`src/rtl/handshake_constant_seq_if.sv`:
```
// Ready/valid bundle for the constant sequencer: control token in, indexed constant word out.
// The master modport is the source side (the sequencer); slave is the environment.
interface handshake_constant_seq_if #(
  parameter int DATA_WIDTH = 32,
  parameter int IDX_W      = 2
);
  logic                  ctrl_valid;
  logic                  ctrl_ready;
  logic [DATA_WIDTH-1:0] outs;
  logic                  outs_valid;
  logic                  outs_ready;
  logic [IDX_W-1:0]      outs_idx;

  modport master (
    input  ctrl_valid,
    output ctrl_ready,
    output outs,
    output outs_valid,
    input  outs_ready,
    output outs_idx
  );

  modport slave (
    output ctrl_valid,
    input  ctrl_ready,
    input  outs,
    input  outs_valid,
    output outs_ready,
    input  outs_idx
  );
endinterface

```
`src/rtl/handshake_constant_seq.sv`:
```
// Elastic constant source: each accepted control token enqueues the next table word
// into a 2-slot registered FIFO, so ready and valid never have a combinational path.
module handshake_constant_seq #(
  parameter int                              DATA_WIDTH  = 32,
  parameter int                              NUM_CONSTS  = 4,
  parameter logic [NUM_CONSTS*DATA_WIDTH-1:0] CONST_TABLE = '0,
  parameter int                              WRAP        = 1,
  parameter int                              IDX_W       = (NUM_CONSTS > 1) ? $clog2(NUM_CONSTS) : 1
) (
  input  logic                      clk,
  input  logic                      rst,
  handshake_constant_seq_if.master  bus
);

  typedef enum logic [1:0] {
    S_EMPTY,
    S_ONE,
    S_FULL
  } state_t;

  state_t                state_q, state_d;
  logic [IDX_W-1:0]      idx_q, idx_d;
  logic [DATA_WIDTH-1:0] head_q, head_d;
  logic [IDX_W-1:0]      head_idx_q, head_idx_d;
  logic [DATA_WIDTH-1:0] tail_q, tail_d;
  logic [IDX_W-1:0]      tail_idx_q, tail_idx_d;

  logic                  ctrl_ready;
  logic                  push;
  logic                  pop;
  logic [DATA_WIDTH-1:0] const_word;

  assign ctrl_ready     = !rst && (state_q != S_FULL);
  assign push           = bus.ctrl_valid && ctrl_ready;
  assign pop            = bus.outs_ready && (state_q != S_EMPTY);

  assign bus.ctrl_ready = ctrl_ready;
  assign bus.outs_valid = (state_q != S_EMPTY);
  assign bus.outs       = head_q;
  assign bus.outs_idx   = head_idx_q;

  always_comb begin
    const_word = '0;
    for (int unsigned i = 0; i < NUM_CONSTS; i++) begin
      if (idx_q == IDX_W'(i)) const_word = CONST_TABLE[i*DATA_WIDTH +: DATA_WIDTH];
    end
  end

  // Table index: advance on every accepted token, wrapping or sticking at the last entry.
  always_comb begin
    idx_d = idx_q;
    if (push) begin
      if (idx_q == IDX_W'(NUM_CONSTS - 1)) idx_d = (WRAP != 0) ? '0 : idx_q;
      else                                 idx_d = idx_q + IDX_W'(1);
    end
  end

  always_comb begin
    state_d    = state_q;
    head_d     = head_q;
    head_idx_d = head_idx_q;
    tail_d     = tail_q;
    tail_idx_d = tail_idx_q;
    case (state_q)
      S_EMPTY: begin
        if (push) begin
          head_d     = const_word;
          head_idx_d = idx_q;
          state_d    = S_ONE;
        end
      end
      S_ONE: begin
        if (push && pop) begin
          head_d     = const_word;
          head_idx_d = idx_q;
        end else if (push) begin
          tail_d     = const_word;
          tail_idx_d = idx_q;
          state_d    = S_FULL;
        end else if (pop) begin
          state_d    = S_EMPTY;
        end
      end
      S_FULL: begin
        // ctrl_ready is low here, so only a pop can happen: tail moves up to head.
        if (pop) begin
          head_d     = tail_q;
          head_idx_d = tail_idx_q;
          state_d    = S_ONE;
        end
      end
      default: state_d = S_EMPTY;
    endcase
  end

  always_ff @(posedge clk or posedge rst) begin
    if (rst) begin
      state_q    <= S_EMPTY;
      idx_q      <= '0;
      head_q     <= '0;
      head_idx_q <= '0;
      tail_q     <= '0;
      tail_idx_q <= '0;
    end else begin
      state_q    <= state_d;
      idx_q      <= idx_d;
      head_q     <= head_d;
      head_idx_q <= head_idx_d;
      tail_q     <= tail_d;
      tail_idx_q <= tail_idx_d;
    end
  end

endmodule

```
`src/flat_wrapper.sv`:
```
// flat-port wrapper written by rule: the top's interface ports become plain ports
module handshake_constant_seq_flat 
#(
  parameter int                              DATA_WIDTH  = 32,
  parameter int                              NUM_CONSTS  = 4,
  parameter logic [NUM_CONSTS*DATA_WIDTH-1:0] CONST_TABLE = '0,
  parameter int                              WRAP        = 1,
  parameter int                              IDX_W       = (NUM_CONSTS > 1) ? $clog2(NUM_CONSTS) : 1
)
  (clk, rst, bus_ctrl_valid, bus_ctrl_ready, bus_outs, bus_outs_valid, bus_outs_ready, bus_outs_idx);
  handshake_constant_seq_if #(.DATA_WIDTH(DATA_WIDTH), .IDX_W(IDX_W)) bus_i ();
  input  logic clk;
  input  logic rst;
  input wire logic [$bits(bus_i.ctrl_valid)-1:0] bus_ctrl_valid;
  output wire logic [$bits(bus_i.ctrl_ready)-1:0] bus_ctrl_ready;
  output wire logic [$bits(bus_i.outs)-1:0] bus_outs;
  output wire logic [$bits(bus_i.outs_valid)-1:0] bus_outs_valid;
  input wire logic [$bits(bus_i.outs_ready)-1:0] bus_outs_ready;
  output wire logic [$bits(bus_i.outs_idx)-1:0] bus_outs_idx;
  assign bus_i.ctrl_valid = bus_ctrl_valid;
  assign bus_ctrl_ready = bus_i.ctrl_ready;
  assign bus_outs = bus_i.outs;
  assign bus_outs_valid = bus_i.outs_valid;
  assign bus_i.outs_ready = bus_outs_ready;
  assign bus_outs_idx = bus_i.outs_idx;
  handshake_constant_seq #(.DATA_WIDTH(DATA_WIDTH), .NUM_CONSTS(NUM_CONSTS), .CONST_TABLE(CONST_TABLE), .WRAP(WRAP), .IDX_W(IDX_W)) u_core (.clk(clk), .rst(rst), .bus(bus_i));
endmodule
```
`config.mk`:
```
export PLATFORM = sky130hd
export DESIGN_NAME = handshake_constant_seq_flat
export DESIGN_NICKNAME = d
export VERILOG_FILES = /design/src/rtl/handshake_constant_seq_if.sv /design/src/rtl/handshake_constant_seq.sv /design/src/flat_wrapper.sv
export SDC_FILE = /design/constraint.sdc
export NUM_CORES = 1
export LEC_CHECK = 0
export ABC_CLOCK_PERIOD_IN_PS = 2009
export CAP_MARGIN = 20
export CORE_MARGIN = 4
export CORE_UTILIZATION = 36
export CTS_CLUSTER_SIZE = 12
export DETAILED_ROUTE_END_ITERATION = 12
export PLACE_DENSITY = 0.77
export SLEW_MARGIN = 10
export SYNTH_ARGS = -nofsm -noshare
export SYNTH_HDL_FRONTEND = slang
export SYNTH_SLANG_ARGS = --single-unit
```
`constraint.sdc`:
```
create_clock -name clk -period 2.01 [get_ports clk]
set_input_delay 0.3015 -clock clk [delete_from_list [all_inputs] [get_ports clk]]
set_output_delay 0.3015 -clock clk [all_outputs]
set_load 0.1 [all_outputs]
```
==> flow_summary.json <==
{
  "run_status": "complete, no violations",
  "critPathRequiredTime_ps": 2140,
  "dp_hpwl_um": 831.3,
  "port_buffers": 7,
  "synth_most_common_cell": "buf_4",
  "max_freq_ghz": 0.6194,
  "ir_drop_mv": 0.7230,
  "rows": 15,
  "synth-main-ff-cell": "dfrtp_1",
  "ioPinCount": 40,
  "min-delay-path-class": "in -> async",
  "cts_made_buffers": 3,
  "synth_area_leaders": "buf_4 (36%), dfrtp_1 (30%), mux2_2 (10%), mux2_1 (3.3%), nor2_1 (2.2%)",
  "async_flop_share": 1.000,
  "fin_crit_sh": 0.8033,
  "dieArea_um2": 2630,
  "die_width_um": 51.28,
  "ys_types": 18,
  "clk_latency_ps": 250,
  "crit_buf_inv": 1,
  "pre_cts_slack_ps": 127.9,
  "layout.nets": 85,
  "power.leakage_nw": 0.3482,
  "p_int_w": 0.0004244,
  "seqPwrFrac": 0.263,
  "syn_avg_cell_area_um2": 9.774,
  "power_switching_w": 0.0006231,
  "cp-end-kind": "flip-flop",
  "finalWorstSetupSlack_ps": 395.4,
  "place.gp.congestion": 0.7383,
  "combPwrFrac": 0.622,
  "holdWs_ps": 412.4,
  "clk_pin_slew_ps": 50,
  "powerDensity_nw_per_um2": 1550,
  "drcViolationCount": 0,
  "path_cells": "clkdlybuf4s50_1 > and4bb_2 > a221o_1 > mux2_1",
  "syn-cell-area_um2": 674.4,
  "cts.sinks": 8,
  "post-route-util": 0.3871,
  "grt_use_total": 0.08064,
  "start_util": 0.3864,
  "skew_ps": 1.852,
  "synth_edf_count": 0,
  "synth-seq-area-share": 0.2968,
  "htree_levels": 1,
  "crit_slowest_cell": "clkdlybuf4s50_1",
  "clock-root-buffer": "clkbuf_4",
  "yosys_warnings": 0,
  "drv_slew": 0,
  "multiInputGateArea_um2": 330.3,
  "critical_path.top_delay_family": "buffers and inverters",
  "post_cts_buffers": 0,
  "syn_inst": 69,
  "grt_pass1_wl_um": 1545,
  "min_period_ps": 1615,
  "drtIter0Drc": 7,
  "area_growth_pct": 0.1855,
  "post_cts_resized": 0,
  "final.setup.tns_ps": 0,
  "drive_gt1_frac": 0.2179,
  "ff2ff_setup_slack_ps": 580,
  "maxCapViolations": 0,
  "crit_fanout": 5,
  "swShare": 0.5949,
  "synth_area_leader_cell": "buf_4",
  "tritoncts": "done",
  "num_vias": 389,
  "hold_violations": 0,
  "cts_hold_buf": 0,
  "clock_path_buffers": 2,
  "synth_top_area_frac": 0.3562,
  "die_h_um": 51.28,
  "grt_max_degree": 9,
  "register_area_um2": 200.2,
  "ant_nets": 0,
  "clock_power_share": 0.114,
  "grt_pass1_vias": 359,
  "criticalPathCategory": "in -> reg",
  "arrival_ps": 1740,
  "post_drt_wl_per_cell_um": 9.670,
  "cp_slowest_stage_delay_ps": 550,
  "power_w": 0.001048,
  "viasPerCell": 3.777,
  "ys_ff_latch": 8,
  "coreArea_um2": 1745,
  "antenna_found_initial": 0,
  "finalWirelength_um": 996,
  "overflow": 0,
  "setup_viol": 0,
  "antenna_cells": 0,
  "start_kind": "input pin",
  "synth_top_cells_by_count": "buf_4 (32), dfrtp_1 (8), mux2_2 (6)",
  "drt_pass1_iterations": 4,
  "rsz0062_at_grt": "false",
  "fillCellCount": 181
}
==> cells by family (layout without fill, tap and decap cells) <==
family,Yosys count,count (layout),share of synthesized area
compound gates,4,4,0.04082
fa+ha+maj,1,1,0.01855
buf+inv,36,14,0.3896
flops,8,8,0.2968
mux,9,9,0.1484
other cells,1,32,0.005561
simple gates,10,10,0.1002
==> state kept, by name, summed over array words and instances, names as in the netlist <==
register	flops
u_core.bus.outs_idx	2
u_core.state_q	2
u_core.tail_idx_q	2
u_core.idx_q	2
==> final cells by class <==
| class | instances | share of cell area |
|---|---|---|
| Timing Repair Buffer | 8 | 0.1185 |
| Sequential cell | 8 | 0.2963 |
| Clock buffer | 3 | 0.03333 |
| Multi-Input combinational cell | 56 | 0.4889 |
| Tap cell | 25 | 0.04630 |
| Inverter | 3 | 0.01667 |
==> worst paths after layout <==
kind | from | end | cells after the start
worst max-delay path | rst | u_core.bus.outs_idx[1] | 4
worst min-delay path | rst | u_core.tail_idx_q[1] | 2
worst max register to register | u_core.state_q[1] | u_core.bus.outs_idx[1] | 3
worst min register to register | u_core.bus.outs_idx[0] | u_core.bus.outs_idx[0] | 1
max in group asynchronous | rst | u_core.bus.outs_idx[0] | 2
min in group clk | u_core.bus.outs_idx[0] | u_core.bus.outs_idx[0] | 1
==> routing by layer <==
metal,part of all wire,track usage,up-vias
met4,0.0080,0.05240,0
met3,0.13,0.02915,2
met1,0.38,0.09336,182
met2,0.48,0.1245,25
met5,0,0,-
li1,-,-,180
==> layout by cell type, fill, tap and decap left out, types with 2 or more instances in the layout <==
cell type and n:
clkdlybuf4s50_1 3, clkbuf_4 3, nor2b_1 2, nor2_1 3
o21ai_0 2, dfrtp_1 8, buf_4 4, inv_1 3
mux2_1 2, conb_1 32, mux2_2 6
==> metrics by stage <==
stage / std cells / area (um^2)
5_1_grt: 103 / 675.6
4_1_cts: 103 / 675.6
2_1_floorplan: 100 / 793.3
3_3_place_gp: 100 / 653.1
3_5_place_dp: 100 / 653.1
6_report: 103 / 675.6
==> power groups by stage <==
stage | clock network (W) | registers, W | logic [W]
6_report | 0.000120 | 0.000276 | 0.000652
5_1_grt | 0.000136 | 0.000286 | 0.000680
4_1_cts | 0.000124 | 0.000278 | 0.000655
3_5_place_dp | 0 | 0.000280 | 0.000652
3_3_place_gp | 0 | 0.000271 | 0.000643
2_1_floorplan | 0 | 0.000415 | 0.000473
Note: power is estimated with default switching activity, not from simulation.
